==> src/rtl/eth_rx_fcs_check.sv <==
// Receive-side Ethernet FCS checker: strips the 4 trailing FCS bytes through a
// 4-byte delay line and reports CRC, length and GMII-error status per frame.
module eth_rx_fcs_check #(
  parameter int MIN_FRAME_LEN = 64,
  parameter int MAX_FRAME_LEN = 1518
) (
  input  logic        clk,
  input  logic        rst,
  input  logic [7:0]  in_data,
  input  logic        in_valid,
  input  logic        in_last,
  input  logic        in_err,
  output logic [7:0]  out_data,
  output logic        out_valid,
  output logic        out_last,
  output logic        frame_done,
  output logic        crc_err,
  output logic        len_err,
  output logic        rx_err,
  output logic [15:0] frame_len
);

  localparam logic [31:0] CRC_POLY    = 32'hEDB88320;
  localparam logic [31:0] CRC_INIT    = 32'hFFFFFFFF;
  localparam logic [31:0] CRC_RESIDUE = 32'hDEBB20E3;
  localparam logic [15:0] MIN_LEN     = 16'(MIN_FRAME_LEN);
  localparam logic [15:0] MAX_LEN     = 16'(MAX_FRAME_LEN);

  typedef enum logic [1:0] {
    IDLE,
    FILL,
    STREAM
  } state_t;

  state_t      state_q, state_d;
  logic [31:0] crc_q, crc_d;
  logic [15:0] cnt_q, cnt_d;
  logic        rx_acc_q, rx_acc_d;
  logic [31:0] dl_q, dl_d;

  logic [7:0]  out_data_q, out_data_d;
  logic        out_valid_q, out_valid_d;
  logic        out_last_q, out_last_d;
  logic        frame_done_q, frame_done_d;
  logic        crc_err_q, crc_err_d;
  logic        len_err_q, len_err_d;
  logic        rx_err_q, rx_err_d;
  logic [15:0] frame_len_q, frame_len_d;

  logic [31:0] crc_base;
  logic [15:0] cnt_base;
  logic        rx_base;

  // Reflected CRC-32, one byte per call, LSB first.
  function automatic logic [31:0] crc32_byte(input logic [31:0] c, input logic [7:0] b);
    logic [31:0] r;
    r = c ^ {24'h0, b};
    for (int i = 0; i < 8; i++) begin
      r = r[0] ? ((r >> 1) ^ CRC_POLY) : (r >> 1);
    end
    return r;
  endfunction

  always_comb begin
    state_d      = state_q;
    crc_d        = crc_q;
    cnt_d        = cnt_q;
    rx_acc_d     = rx_acc_q;
    dl_d         = dl_q;
    out_data_d   = out_data_q;
    out_valid_d  = 1'b0;
    out_last_d   = 1'b0;
    frame_done_d = 1'b0;
    crc_err_d    = crc_err_q;
    len_err_d    = len_err_q;
    rx_err_d     = rx_err_q;
    frame_len_d  = frame_len_q;

    // A byte arriving in IDLE opens a frame, so accumulators start fresh.
    crc_base = (state_q == IDLE) ? CRC_INIT : crc_q;
    cnt_base = (state_q == IDLE) ? 16'h0000 : cnt_q;
    rx_base  = (state_q == IDLE) ? 1'b0 : rx_acc_q;

    if (in_valid) begin
      crc_d    = crc32_byte(crc_base, in_data);
      cnt_d    = (cnt_base == 16'hFFFF) ? cnt_base : cnt_base + 16'd1;
      rx_acc_d = rx_base | in_err;
      dl_d     = {dl_q[23:0], in_data};

      if (state_q == IDLE) begin
        crc_err_d   = 1'b0;
        len_err_d   = 1'b0;
        rx_err_d    = 1'b0;
        frame_len_d = 16'h0000;
      end

      case (state_q)
        IDLE:    state_d = FILL;
        FILL:    if (cnt_d == 16'd4) state_d = STREAM;
        STREAM: begin
          out_valid_d = 1'b1;
          out_data_d  = dl_q[31:24];
          out_last_d  = in_last;
        end
        default: state_d = IDLE;
      endcase

      if (in_last) begin
        state_d      = IDLE;
        frame_done_d = 1'b1;
        crc_err_d    = (crc_d != CRC_RESIDUE);
        len_err_d    = (cnt_d < MIN_LEN) || (cnt_d > MAX_LEN);
        rx_err_d     = rx_acc_d;
        frame_len_d  = cnt_d;
      end
    end
  end

  always_ff @(posedge clk or negedge rst) begin
    if (!rst) begin
      state_q      <= IDLE;
      crc_q        <= CRC_INIT;
      cnt_q        <= 16'h0000;
      rx_acc_q     <= 1'b0;
      dl_q         <= 32'h0;
      out_data_q   <= 8'h00;
      out_valid_q  <= 1'b0;
      out_last_q   <= 1'b0;
      frame_done_q <= 1'b0;
      crc_err_q    <= 1'b0;
      len_err_q    <= 1'b0;
      rx_err_q     <= 1'b0;
      frame_len_q  <= 16'h0000;
    end else begin
      state_q      <= state_d;
      crc_q        <= crc_d;
      cnt_q        <= cnt_d;
      rx_acc_q     <= rx_acc_d;
      dl_q         <= dl_d;
      out_data_q   <= out_data_d;
      out_valid_q  <= out_valid_d;
      out_last_q   <= out_last_d;
      frame_done_q <= frame_done_d;
      crc_err_q    <= crc_err_d;
      len_err_q    <= len_err_d;
      rx_err_q     <= rx_err_d;
      frame_len_q  <= frame_len_d;
    end
  end

  assign out_data   = out_data_q;
  assign out_valid  = out_valid_q;
  assign out_last   = out_last_q;
  assign frame_done = frame_done_q;
  assign crc_err    = crc_err_q;
  assign len_err    = len_err_q;
  assign rx_err     = rx_err_q;
  assign frame_len  = frame_len_q;

endmodule

==> config.mk <==
export PLATFORM = sky130hd
export DESIGN_NAME = eth_rx_fcs_check
export DESIGN_NICKNAME = d
export VERILOG_FILES = /design/src/rtl/eth_rx_fcs_check.sv
export SDC_FILE = /design/constraint.sdc
export NUM_CORES = 1
export LEC_CHECK = 0
export ABC_AREA = 1
export CORE_MARGIN = 2
export CORE_UTILIZATION = 30
export DETAILED_ROUTE_END_ITERATION = 12
export PLACE_DENSITY = 0.53
export SYNTH_ARGS = -nofsm -noshare
export SYNTH_HDL_FRONTEND = slang
export SYNTH_SLANG_ARGS = --single-unit
==> constraint.sdc <==
create_clock -name clk -period 3.43 [get_ports clk]
set_clock_uncertainty 0.15 [all_clocks]
set_input_delay 0.5145 -clock clk [delete_from_list [all_inputs] [get_ports clk]]
set_output_delay 0.5145 -clock clk [all_outputs]
set_load 0.02 [all_outputs]
# --- Word-level counts from Yosys, hierarchy flattened ---
# Cells that the tools add are included.
word_totals:
  elab_cells: 66
  ff_bits: 113
  output_inout_bits: 30
op_classes:
  n_bitwise: 10
  muxes: 27
  addsub: 1
  n_eq_ne: 7
  n_lt_le_gt_ge: 2
  reduce_logical: 6
op_table:
  columns: ["operator", "n"]
  rows:
  - ["two-way mux 32 bit", 9]
  - ["NOT 13 -> 14 bit", 8]
  - ["two-way mux 16 bit", 4]
  - ["!= test 32 bit (second input constant)", 1]
  - ["XOR 32 x 8 -> 32 bit", 1]
  - ["adder 16 x 1 -> 16 bit (second input constant)", 1]
  - ["== test 16 bit (second input constant)", 1]
  - ["== test 16 x 3 -> 1 bit (second input constant)", 1]
  - ["> comparator 16 x 11 -> 1 bit (second input constant)", 1]
  - ["less-than comparator 16 x 7 -> 1 bit (second input constant)", 1]
  - ["two-way mux 1 bit", 11]
  - ["one-hot mux 2 bit (3 select lines)", 1]
  - ["two-way mux 2 bit", 2]
  - ["AND reduction 2 bit", 2]
  - ["!= test 3 bit (second input constant)", 1]
  - ["AND reduction 3 bit", 1]
  - ["== test 2 x 1 -> 1 bit (second input constant)", 1]
  - ["== test 2 bit (second input constant)", 1]
  - ["logical NOT 2 bit", 1]
  - ["!= test 2 bit (second input constant)", 1]
  - ["nonzero test 2 bit", 1]
  - ["logical OR 1 bit", 1]
  - ["OR 1 bit", 1]

# --- Longest topological paths before layout ---
logic_depth:
  word_depth: 21
  ltp_mapped: 20

# --- Least setup slack after synthesis ---
# OpenSTA, ideal clock, no wires.
synth_timing:
  path_type: "register to register"
  start: "register state_q[0]"
  end: "register state_q[0]"
  path_slack_ns: 0.655
  t_arrival_ns: 2.508
  path_stages_with_launch: 20
  required_time_ns: 3.163
  path_cell_list: "dfrtp_1 nor2_2 buf_6 buf_12 buf_4 nor2_1 ha_1 nand4_2 inv_2 nand2_2 xor2_1 nand2_1 nor2_1 nand2_1 nor2_1 nand2_1 nand2_2 nand2_1 nand2_1 nand2_1"
synth_between:
  elab_chain_len: 7
synth_lines:
  columns: ["item", "line_no", "rtl"]
  rows:
  - ["from (decl)", "35", "state_t state_q, state_d;"]
  - ["from (signal assigned)", "135", "state_q <= state_d;"]
  - ["logical NOT 2 bit", "81, 97", null]
  - ["two-way mux 16 bit", "81", "cnt_base = (state_q == IDLE) ? 16'h0000 : cnt_q;"]
  - ["adder 16 x 1 -> 16 bit / == test 16 bit (equally long branches)", "86", "cnt_d = (cnt_base == 16'hFFFF) ? cnt_base : cnt_base + 16'd1;"]
  - ["two-way mux 16 bit", "86", null]
  - ["== test 16 x 3 -> 1 bit", "99", "FILL: if (cnt_d == 16'd4) state_d = STREAM;"]
  - ["!= test 3 bit (no line)", null, null]
  - ["AND reduction 3 bit (no line)", null, null]
# Several ways; a longest one is shown, not always the timed one.
# A chain may end at the register's enable or synchronous reset.

# --- Final worst setup path ---
# Same ends and word-level chain as after synthesis.

==> key figures <==
Placed design
  – Half-perimeter wire length after placement: 12000 um
  – Cell Area, Placed: 7350 um^2
  – Placed Instances: 1184
  – I/O Buffers: 42
  – Routability-driven placement congestion ratio: 0.912

Clock network
  – CTS tree: built
  – H-tree depth reported by CTS: 4
  – Source-to-sink clock delay at the later pin of the worst-skew pair: 420 ps
  – Master cell of the clock root buffer: sky130_fd_sc_hd__clkbuf_16
  – Cts bufs inserted: 17
  – Post-cts hold buffer count: 0
  – Num Clock Sinks: 113
  – Clk buf depth: 2
  – Post-CTS setup buffers: 0
  – Number of gates resized after CTS: 0
  – Clk slew on worst S/H paths: 60 ps

Setup path
  – Largest fanout on the critical path: 7
  – Cell family with the largest share of critical-path delay: simple AND/OR/NAND/NOR gates
  – Worst setup SP type: flop
  – Reg-to-reg critical path endpoint: state_q[0]
  – Required time at the endpoint of the critical path: 3580 ps
  – Most frequent cell on the critical path: sky130_fd_sc_hd__nand2_1
  – Kind of critical path: flop to flop
  – Endpoint class of the critical path: flop
  – Worst reg-to-reg path cell count: 17
  – Delay of the slowest cell on the worst path: 460 ps
  – Critical path buffers and inverters: 2
  – Chain of cells forming the critical path: nor2_4, buf_4, buf_4, nor2_8, nand2_4, nor2_8, nand2_2, xor2_1, nand2_1, nor2_1, nand2_1, nor2_1, nand2_1, nand2_2, nand2_1, nand2_1, nand2_1
  – Register-to-register setup slack: 610 ps
  – Data arrival at the endpoint of the critical path: 2970 ps
  – Cell with the largest stage delay on the worst path: sky130_fd_sc_hd__dfrtp_1
  – Critical R2R Launch: state_q[0]
  – Levels on crit path: 17

STA
  – Highest clock rate: 355 MHz
  – Setup repair after global routing missed its margin: no
  – Max-slew violations: 0
  – Fraction of the cycle the final worst path needs: 82.2%
  – Worst hold-check slack: 47.8 ps
  – Final hold violation count: 0
  – Tightest Pin Transition: 844 ps
  – Min Tclk post-route: 2820 ps
  – Post-Route Setup TNS: 0 ps
  – Final count of negative-setup-slack endpoints: 0
  – Worst slew slack as a fraction of its limit: 43.7%

Power and ir drop
  – P_sw: 2.93 mW
  – Total design power: 6.78 mW
  – Worst vdd rail ir drop: 280 uV
  – PwrDens: 853 nW/um^2
  – Leakage dissipation: 3.86 nW
  – Sequential group share of total power: 29.2%
  – Part of the total power dissipated in combinational logic: 44.4%
  – Switch share: 43.2%
  – Portion of total power attributed to the clock network: 26.4%
  – Cell internal pwr: 3.85 mW

Synth
  – Most numerous cell types in the synthesized netlist: sky130_fd_sc_hd__nand2_1 (301), sky130_fd_sc_hd__o21ai_0 (90), sky130_fd_sc_hd__dfrtp_1 (81)
  – Syn nets: 899
  – Syn Inst Count: 884
  – Unique cell type count in the Yosys netlist: 40
  – Post-Syn Area: 6680 um^2
  – Number of enable-type register cells in the synthesized netlist: 0
  – Proportion of netlist area held by the largest area contributor: 30.4%
  – Sequential cell area fraction in the yosys report: 43.0%
  – Share of async-settable or async-resettable flops after synthesis: 100%
  – Yosys reg bits: 113
  – Cell type contributing the most total cell area after synthesis: sky130_fd_sc_hd__dfrtp_1
  – Most instantiated flip-flop cell in the synthesis netlist: sky130_fd_sc_hd__dfrtp_1
  – Average instance area after synthesis: 7.55 um^2
  – Largest cells by area after synthesis: sky130_fd_sc_hd__dfrtp_1 (30%), sky130_fd_sc_hd__nand2_1 (17%), sky130_fd_sc_hd__dfstp_2 (13%)
  – Ys Warns: 0
  – Most instantiated library cell after synthesis: sky130_fd_sc_hd__nand2_1

GRT
  – Congestion Overflow GR: 0
  – Pin count of the biggest net entering global routing: 79
  – Global router's overall resource usage: 14.9%
  – Number of global-route vias before repair: 5346
  – Wire length of the first global-routing pass: 28100 um
  – Initial antenna violation count: 0

Cells and area
  – # diodes: 0
  – Nets: 938
  – Signed area change from the synthesized netlist to the final layout: 19.0%
  – Final design instance area without fill: 7950 um^2
  – Proportion of layout cells with a drive suffix above 1: 15.4%
  – Count of placed standard cells in the final layout, fillers left out: 1216

Route
  – DRC viols: 0
  – Drt initial violations: 296
  – Routed vias: 5641
  – DR pass1 iterations: 5
  – ANT nets after route: 0
  – Vias per Instance: 4.64
  – DRT Wirelength: 16700 um
  – Average wire per standard cell: 13.7 um

Die
  – Effective utilization at floorplan: 30.6%
  – Die Ht: 153 um
  – Top Ports: 43
  – Standard-cell rows: 54
  – DIE AREA: 23500 um^2
  – Core footprint: 21800 um^2
  – Die Wd: 153 um

Status
  – Result of the run: finished, final reports clean

Min path
  – Class of the most critical hold timing path: primary input to asynchronous set/reset pin

Job
  – Max cap viols: 0
[worst reg2reg max path, delay by kind of cell, from the launching register on]
family | cells | cell delay, ps
XOR/XNOR | 1 | 230
buffers and inverters | 2 | 480
flip-flops | 1 | 460
AND/OR/NAND/NOR | 14 | 1380
[area by class of cell]
| cell class | count | area (um^2) |
|---|---|---|
| Tap cell | 280 | 350 |
| Timing Repair Buffer | 49 | 490 |
| Clock buffer | 17 | 425 |
| Inverter | 83 | 312 |
| Multi-Input combinational cell | 659 | 3330 |
| Clock inverter | 15 | 171 |
| Sequential cell | 113 | 2870 |
| Fill cell | 2264 | 13900 |
[registers in the layout, indices dropped and copies added (netlist names)]
name        cells
cnt_q          16
crc_err         1
crc_q          32
dl_q           32
frame_done      1
frame_len      16
len_err         1
out_data        8
out_last        1
out_valid       1
rx_acc_q        1
rx_err          1
state_q         2
[placed cells by master (no fill, tap or decap), drive strengths merged]
cell type,count
buf,9
a21oi,3
clkdlybuf4s50,40
nand3,64
xor2,20
a31oi,9
nand2,332
nand4,7
clkinv,5
inv,90
o21ai,94
xnor2,9
dfrtp,81
ha,2
clkbuf,17
clkinvlp,1
bufinv,2
or2,1
dfstp,32
nor2,92
a22o,9
nor3,8
nand3b,7
o31ai,1
and2,1
[through the flow]
step | setup WS [ps] | util [%]
after floorplan | 655 | -
after global placement | 504 | 33.7
after detailed placement | 493 | 33.7
after CTS | 564 | 36.4
after global routing | 360 | 36.4
final | 611 | 36.4
[kinds of logic (layout without fill, tap and decap cells)]
group / count (synthesis) / count (layout) / share of synthesized area, %
xor gates and xnor gates: 29 / 29 / 4.14
adders and majority gates: 2 / 2 / 0.375
DFF: 113 / 113 / 43.0
and+or+nand+nor: 512 / 512 / 35.8
AOI/OAI and AO/OA: 116 / 116 / 9.46
buffers and inverters: 112 / 164 / 7.23
[power groups by stage]
| stage | registers (mW) | clock network [mW] | logic, mW |
|---|---|---|---|
| final | 1.98 | 1.79 | 3.01 |
| after global routing | 2.03 | 1.90 | 3.41 |
| after CTS | 1.98 | 1.83 | 3.02 |
| after detailed placement | 2.00 | 0 | 3.00 |
| after global placement | 1.99 | 0 | 3.00 |
| after floorplan | 2.03 | 0 | 2.18 |
[layer usage]
metal / track usage, % / part of all wire (%) / vias up
met1: 20.7 / 50 / 2599
met2: 23.7 / 45 / 132
met4: 4.14 / 0.79 / 0
li1: - / - / 2898
met5: 0 / 0 / -
met3: 3.01 / 4.3 / 12
[worst max-delay path by stage]
stage,start,endpoint,slack [ps]
global placement,in_data[0],crc_err,500
CTS,state_q[0],state_q[0],560
finish,state_q[0],state_q[0],610
detailed placement,in_data[0],crc_err,490
global route,state_q[0],crc_err,360
floorplan,state_q[0],state_q[0],660
Power figures use the tool's default switching activity.
